`src/rtl/multi_alarm_ctrl_if.sv`:
```
// Keypad/button inputs and datapath control outputs of the multi-alarm clock controller.
// The master modport drives the inputs; the slave modport is the controller side.
interface multi_alarm_ctrl_if #(
  parameter int NUM_ALARMS = 4
);
  localparam int SEL_W = $clog2(NUM_ALARMS);

  logic             one_second;
  logic [3:0]       key;
  logic             alarm_button;
  logic             time_button;
  logic             next_button;

  logic             shift;
  logic             show_new_time;
  logic             show_a;
  logic             load_new_a;
  logic             load_new_c;
  logic             reset_count;
  logic [SEL_W-1:0] alarm_sel;
  logic [3:0]       digit_count;
  logic             entry_abort;

  modport master (
    output one_second, key, alarm_button, time_button, next_button,
    input  shift, show_new_time, show_a, load_new_a, load_new_c, reset_count,
           alarm_sel, digit_count, entry_abort
  );

  modport slave (
    input  one_second, key, alarm_button, time_button, next_button,
    output shift, show_new_time, show_a, load_new_a, load_new_c, reset_count,
           alarm_sel, digit_count, entry_abort
  );
endinterface

```
`src/rtl/multi_alarm_ctrl.sv`:
```
// Moore keypad-entry controller for a multi-alarm clock: digit entry, alarm/time load, inactivity timeout.
// Optional ENTRY_CANCEL_EN: key code 11 during an entry abandons it immediately.
module multi_alarm_ctrl #(
  parameter int         NUM_ALARMS  = 4,
  parameter int         NUM_DIGITS  = 4,
  parameter int         TIMEOUT_SEC = 10,
  parameter logic [3:0] NOT_PRESSED = 4'd10
) (
  input logic               clock,
  input logic               reset,
  multi_alarm_ctrl_if.slave bus
);
  localparam int               SEL_W       = $clog2(NUM_ALARMS);
  localparam logic [3:0]       MAX_DIGITS  = 4'(NUM_DIGITS);
  localparam logic [3:0]       TIMEOUT_LIM = 4'(TIMEOUT_SEC);
  localparam logic [SEL_W-1:0] LAST_SEL    = SEL_W'(NUM_ALARMS - 1);

  typedef enum logic [2:0] {
    SHOW_TIME        = 3'd0,
    KEY_STORED       = 3'd1,
    KEY_WAITED       = 3'd2,
    KEY_ENTRY        = 3'd3,
    SHOW_ALARM       = 3'd4,
    SET_ALARM_TIME   = 3'd5,
    SET_CURRENT_TIME = 3'd6
  } state_e;

  state_e           state_q, state_d;
  logic [3:0]       digit_count_q, digit_count_d;
  logic [3:0]       timeout_q, timeout_d;
  logic [SEL_W-1:0] alarm_sel_q, alarm_sel_d;
  logic             entry_abort_q, entry_abort_d;

  logic key_pressed;
  logic time_out;
  logic in_entry;
  logic cancel_key;

  assign key_pressed = (bus.key != NOT_PRESSED);
  assign time_out    = (timeout_q == TIMEOUT_LIM);
  assign in_entry    = (state_q == KEY_WAITED) || (state_q == KEY_ENTRY);

`ifdef ENTRY_CANCEL_EN
  localparam logic [3:0] CANCEL_KEY = 4'd11;
  assign cancel_key = (bus.key == CANCEL_KEY);
`else
  assign cancel_key = 1'b0;
`endif

  // NOTE: sequential state uses non-blocking assignments so every flop samples pre-edge values.
  always_ff @(posedge clock or posedge reset) begin
    if (reset) state_q <= SHOW_TIME;
    else       state_q <= state_d;
  end

  // NOTE: every combinational output gets a default first, so no path leaves it unassigned (no latch).
  always_comb begin
    state_d       = state_q;
    entry_abort_d = 1'b0;
    case (state_q)
      SHOW_TIME: begin
        if (bus.alarm_button)              state_d = SHOW_ALARM;
        else if (key_pressed && !cancel_key) state_d = KEY_STORED;
      end
      KEY_STORED: state_d = KEY_WAITED;
      KEY_WAITED: begin
        if (cancel_key) begin
          state_d       = SHOW_TIME;
          entry_abort_d = 1'b1;
        end else if (!key_pressed) begin
          state_d = KEY_ENTRY;
        end else if (time_out) begin
          state_d       = SHOW_TIME;
          entry_abort_d = 1'b1;
        end
      end
      KEY_ENTRY: begin
        if (cancel_key) begin
          state_d       = SHOW_TIME;
          entry_abort_d = 1'b1;
        end else if (bus.alarm_button) begin
          state_d = SET_ALARM_TIME;
        end else if (bus.time_button) begin
          state_d = SET_CURRENT_TIME;
        end else if (time_out) begin
          state_d       = SHOW_TIME;
          entry_abort_d = 1'b1;
        end else if (key_pressed && (digit_count_q < MAX_DIGITS)) begin
          state_d = KEY_STORED;
        end
      end
      SHOW_ALARM: begin
        if (!bus.alarm_button) state_d = SHOW_TIME;
      end
      SET_ALARM_TIME, SET_CURRENT_TIME: state_d = SHOW_TIME;
      default: state_d = SHOW_TIME;
    endcase
  end

  always_comb begin
    bus.shift         = 1'b0;
    bus.show_new_time = 1'b0;
    bus.show_a        = 1'b0;
    bus.load_new_a    = 1'b0;
    bus.load_new_c    = 1'b0;
    bus.reset_count   = 1'b0;
    case (state_q)
      KEY_STORED: begin
        bus.shift         = 1'b1;
        bus.show_new_time = 1'b1;
      end
      KEY_WAITED, KEY_ENTRY: bus.show_new_time = 1'b1;
      SHOW_ALARM:            bus.show_a        = 1'b1;
      SET_ALARM_TIME:        bus.load_new_a    = 1'b1;
      SET_CURRENT_TIME: begin
        bus.load_new_c  = 1'b1;
        bus.reset_count = 1'b1;
      end
      default: ;
    endcase
  end

  // Clearing on the way into SHOW_TIME keeps digit_count at zero for the whole time the state is SHOW_TIME.
  always_comb begin
    digit_count_d = digit_count_q;
    if (state_d == SHOW_TIME)       digit_count_d = '0;
    else if (state_q == KEY_STORED) digit_count_d = digit_count_q + 4'd1;

    timeout_d = timeout_q;
    if (!in_entry)                     timeout_d = '0;
    else if (bus.one_second && !time_out) timeout_d = timeout_q + 4'd1;

    alarm_sel_d = alarm_sel_q;
    if ((state_q == SHOW_ALARM) && bus.next_button)
      alarm_sel_d = (alarm_sel_q == LAST_SEL) ? '0 : alarm_sel_q + SEL_W'(1);
  end

  always_ff @(posedge clock or posedge reset) begin
    if (reset) begin
      digit_count_q <= '0;
      timeout_q     <= '0;
      alarm_sel_q   <= '0;
      entry_abort_q <= 1'b0;
    end else begin
      digit_count_q <= digit_count_d;
      timeout_q     <= timeout_d;
      alarm_sel_q   <= alarm_sel_d;
      entry_abort_q <= entry_abort_d;
    end
  end

  assign bus.alarm_sel   = alarm_sel_q;
  assign bus.digit_count = digit_count_q;
  assign bus.entry_abort = entry_abort_q;
endmodule

```
`src/flat_wrapper.sv`:
```
// flat-port wrapper written by rule: the top's interface ports become plain ports
module multi_alarm_ctrl_flat 
#(
  parameter int         NUM_ALARMS  = 4,
  parameter int         NUM_DIGITS  = 4,
  parameter int         TIMEOUT_SEC = 10,
  parameter logic [3:0] NOT_PRESSED = 4'd10
)
  (clock, reset, bus_one_second, bus_key, bus_alarm_button, bus_time_button, bus_next_button, bus_shift, bus_show_new_time, bus_show_a, bus_load_new_a, bus_load_new_c, bus_reset_count, bus_alarm_sel, bus_digit_count, bus_entry_abort);
  multi_alarm_ctrl_if #(.NUM_ALARMS(NUM_ALARMS)) bus_i ();
  input logic clock;
  input logic reset;
  input wire logic [$bits(bus_i.one_second)-1:0] bus_one_second;
  input wire logic [$bits(bus_i.key)-1:0] bus_key;
  input wire logic [$bits(bus_i.alarm_button)-1:0] bus_alarm_button;
  input wire logic [$bits(bus_i.time_button)-1:0] bus_time_button;
  input wire logic [$bits(bus_i.next_button)-1:0] bus_next_button;
  output wire logic [$bits(bus_i.shift)-1:0] bus_shift;
  output wire logic [$bits(bus_i.show_new_time)-1:0] bus_show_new_time;
  output wire logic [$bits(bus_i.show_a)-1:0] bus_show_a;
  output wire logic [$bits(bus_i.load_new_a)-1:0] bus_load_new_a;
  output wire logic [$bits(bus_i.load_new_c)-1:0] bus_load_new_c;
  output wire logic [$bits(bus_i.reset_count)-1:0] bus_reset_count;
  output wire logic [$bits(bus_i.alarm_sel)-1:0] bus_alarm_sel;
  output wire logic [$bits(bus_i.digit_count)-1:0] bus_digit_count;
  output wire logic [$bits(bus_i.entry_abort)-1:0] bus_entry_abort;
  assign bus_i.one_second = bus_one_second;
  assign bus_i.key = bus_key;
  assign bus_i.alarm_button = bus_alarm_button;
  assign bus_i.time_button = bus_time_button;
  assign bus_i.next_button = bus_next_button;
  assign bus_shift = bus_i.shift;
  assign bus_show_new_time = bus_i.show_new_time;
  assign bus_show_a = bus_i.show_a;
  assign bus_load_new_a = bus_i.load_new_a;
  assign bus_load_new_c = bus_i.load_new_c;
  assign bus_reset_count = bus_i.reset_count;
  assign bus_alarm_sel = bus_i.alarm_sel;
  assign bus_digit_count = bus_i.digit_count;
  assign bus_entry_abort = bus_i.entry_abort;
  multi_alarm_ctrl #(.NUM_ALARMS(NUM_ALARMS), .NUM_DIGITS(NUM_DIGITS), .TIMEOUT_SEC(TIMEOUT_SEC), .NOT_PRESSED(NOT_PRESSED)) u_core (.clock(clock), .reset(reset), .bus(bus_i));
endmodule
```
`config.mk`:
```
export PLATFORM = sky130hd
export DESIGN_NAME = multi_alarm_ctrl_flat
export DESIGN_NICKNAME = d
export VERILOG_FILES = /design/src/rtl/multi_alarm_ctrl_if.sv /design/src/rtl/multi_alarm_ctrl.sv /design/src/flat_wrapper.sv
export SDC_FILE = /design/constraint.sdc
export NUM_CORES = 1
export LEC_CHECK = 0
export ABC_AREA = 1
export BUFFER_PORTS_ARGS = -buffer_cell sky130_fd_sc_hd__buf_2
export CAP_MARGIN = 20
export CORE_MARGIN = 2
export CORE_UTILIZATION = 54
export DETAILED_ROUTE_END_ITERATION = 7
export GPL_ROUTABILITY_DRIVEN = 0
export PLACE_DENSITY = 0.82
export RECOVER_POWER = 25
export SLEW_MARGIN = 20
export SYNTH_ARGS = -nofsm -noshare
export SYNTH_HDL_FRONTEND = slang
export SYNTH_SLANG_ARGS = --single-unit
```
`constraint.sdc`:
```
create_clock -name clock -period 3.65 [get_ports clock]
set_input_delay 0.1825 -clock clock [delete_from_list [all_inputs] [get_ports clock]]
set_output_delay 0.1825 -clock clock [all_outputs]
set_load 0.02 [all_outputs]
```
==> flow_summary.json <==
{
  "outcome": "finished, final reports clean",
  "drtAntennaViolNets": 0,
  "routed_via_density": 5.316,
  "vdd_drop_max_v": 0.0003205,
  "grt_pass1_vias": 781,
  "synth-seq-cells": 14,
  "fp-row-count": 14,
  "swShare": 0.4509,
  "post_cts_buffers": 0,
  "avgSynthCellArea_um2": 7.430,
  "internal-power_w": 0.0003487,
  "rr_worst_depth": 9,
  "clk-insertion-delay-late_ns": 0.27,
  "cts_tree": "built",
  "fin_skew_ns": 0.004031,
  "wl_per_cell_um": 11.65,
  "min-delay-start": "bus_next_button",
  "yosysSeqAreaShare": 0.4136,
  "leakage_nw": 0.5693,
  "report.final.slew_viol_count": 0,
  "synth_common_cells": "nand2_1 (33), inv_1 (16), dfrtp_1 (14)",
  "die-area_um2": 1901,
  "antenna_found_initial": 0,
  "path_clk_slew_ns": 0.08,
  "fp.dieW_um": 43.61,
  "worst_slew_pin_slew_ns": 0.5243,
  "worstSetupStartpoint": "u_core.timeout_q[0]",
  "overflow": 0,
  "hp-class": "in -> reg",
  "finalNetCount": 154,
  "synth_cells": 114,
  "final_util": 0.6773,
  "cts_root_buf": "clkbuf_4",
  "rsz0062_at_grt": "false",
  "chipHeight_um": 43.61,
  "place_hpwl_mm": 1.441,
  "synth_edf_count": 0,
  "combPwrFrac": 0.459,
  "post_cts_resized": 0,
  "whs_path_depth": 4,
  "yosys.area.top_type": "dfrtp_1",
  "crit_type": "reg -> reg",
  "worstPathMaxFanout": 5,
  "drt_wl_total_mm": 1.805,
  "ios": 23,
  "initial_utilization": 0.5689,
  "clockPowerShare": 0.169,
  "p_sw_w": 0.0002864,
  "port_buffers": 22,
  "syn_nets": 128,
  "cts.sinks": 14,
  "ctsHoldBuffers": 1,
  "clockBufferDepth": 2,
  "drc": 0,
  "timing.fmax_ghz": 0.5948,
  "endpoint_kind": "flop",
  "final_layout_size_suffix_gt1_frac": 0.2230,
  "first_pass_iters": 4,
  "synthArstFlopShare": 1.000,
  "synth_top_area_frac": 0.4136,
  "layout_min_cycle_time_ns": 1.681,
  "htree_levels": 1,
  "coreArea_um2": 1489,
  "synth-main-ff-cell": "dfrtp_1",
  "p_per_area_nw_per_um2": 629.8,
  "yosys-top-cells-area": "dfrtp_1 (41%), nand2_1 (15%), inv_1 (7.1%)",
  "ys_warn_count": 0,
  "syn_to_final_growth_pct": 19.06,
  "ys_types": 20,
  "r2r-start": "u_core.timeout_q[0]",
  "num_vias": 824,
  "finalCritPeriodShare": 0.4606,
  "diodes": 0,
  "drt_iter0_markers": 18,
  "start_kind": "flop",
  "synth.most_common_cell": "nand2_1",
  "drv_cap": 0,
  "slew_headroom": 0.6501,
  "grt_pass1_wl_mm": 3.263,
  "synth.cell_area_um2": 847.1,
  "setup_violations": 0,
  "grt_max_degree": 15,
  "cts_buffers": 3,
  "seq_power_share": 0.371,
  "required_ns": 3.79,
  "finalHoldViolCount": 0,
  "track_usage": 0.2230,
  "worstPathArrival_ns": 1.83,
  "tns_ns": 0
}
## metrics by stage
stage	hold slack (ns)	power, W	cells	instance area [um^2]	setup WS, ns
global route	0.2000	0.0006880	155	1008	1.716
global placement	0.2295	0.0005138	150	962.2	2.112
CTS	0.1794	0.0006375	155	1008	1.968
finish	0.1819	0.0006352	155	1008	1.969
floorplan	0.07172	0.0004504	114	847.1	2.073
detailed placement	0.2431	0.0005285	150	962.2	1.982
## flip-flops by register name, summed over array words and instances (netlist names)
name / flops
u_core.bus.alarm_sel: 2
u_core.bus.digit_count: 4
u_core.bus.entry_abort: 1
u_core.state_q: 3
u_core.timeout_q: 4
## power by group through the flow
stage          Clock [W]  Sequential, W  Combinational (W)
2_1_floorplan          0       0.000240           0.000211
3_3_place_gp           0       0.000234           0.000279
3_5_place_dp           0       0.000237           0.000291
4_1_cts         0.000110       0.000235           0.000293
5_1_grt         0.000118       0.000242           0.000328
6_report        0.000108       0.000236           0.000292
## kinds of logic (layout without fill, tap and decap cells)
family                     count (synthesis)  after routing  synth area share
buffers and inverters                     19             44           0.09305
DFF                                       14             14            0.4136
and+or+nand+nor                           59             59            0.3087
xor gates and xnor gates                   3              3           0.03102
AOI/OAI and AO/OA                         15             15           0.09454
adders and majority gates                  4              4           0.05909
## routing by layer
metal  vias to the layer above  share of wire  wire (um)  GRT usage
met4                         0              0          0    0.03636
met1                       385           0.45        820     0.3098
met3                         0          0.066        119    0.03750
met5                         -              0          0          0
met2                        29           0.48        866     0.3735
li1                        410              -          -          -
## cells in the final DEF, fill, tap and decap left out, types with 2 or more instances in the layout
cell type	n
a21oi_1	9
buf_2	22
clkbuf_4	3
dfrtp_1	14
ha_1	4
inv_1	16
nand2_1	33
nand3_1	6
nand4_1	2
nor2_1	10
nor3_1	4
o21ai_0	4
xor2_1	2
## path summary, 6_finish.rpt
check                                                  to  slack, ns
worst max-delay path            u_core.bus.digit_count[2]       1.97
worst min-delay path              u_core.bus.alarm_sel[1]       0.18
worst max register to register  u_core.bus.digit_count[2]       1.97
worst min register to register    u_core.bus.alarm_sel[1]       0.52
max in group asynchronous               u_core.state_q[1]       2.82
min in group asynchronous       u_core.bus.digit_count[2]       0.48
## final cells by class
cell class / instances / area [um^2]
Clock buffer: 4 / 36.28
Fill cell: 128 / 480.5
Tap cell: 16 / 20.02
Inverter: 17 / 63.81
Timing Repair Buffer: 23 / 120.1
Sequential cell: 14 / 350.3
Multi-Input combinational cell: 81 / 417.9
## critical path, cell delays in order (launching register included)
cell and delay (ns):
dfrtp_1 0.43, inv_1 0.07, ha_1 0.17, nand2_1 0.06, nor2_1 0.15, o21ai_0 0.10
nand2_1 0.07, nand2_1 0.05, a21oi_1 0.32, a21oi_1 0.13
(Power assumes the default switching activity.)
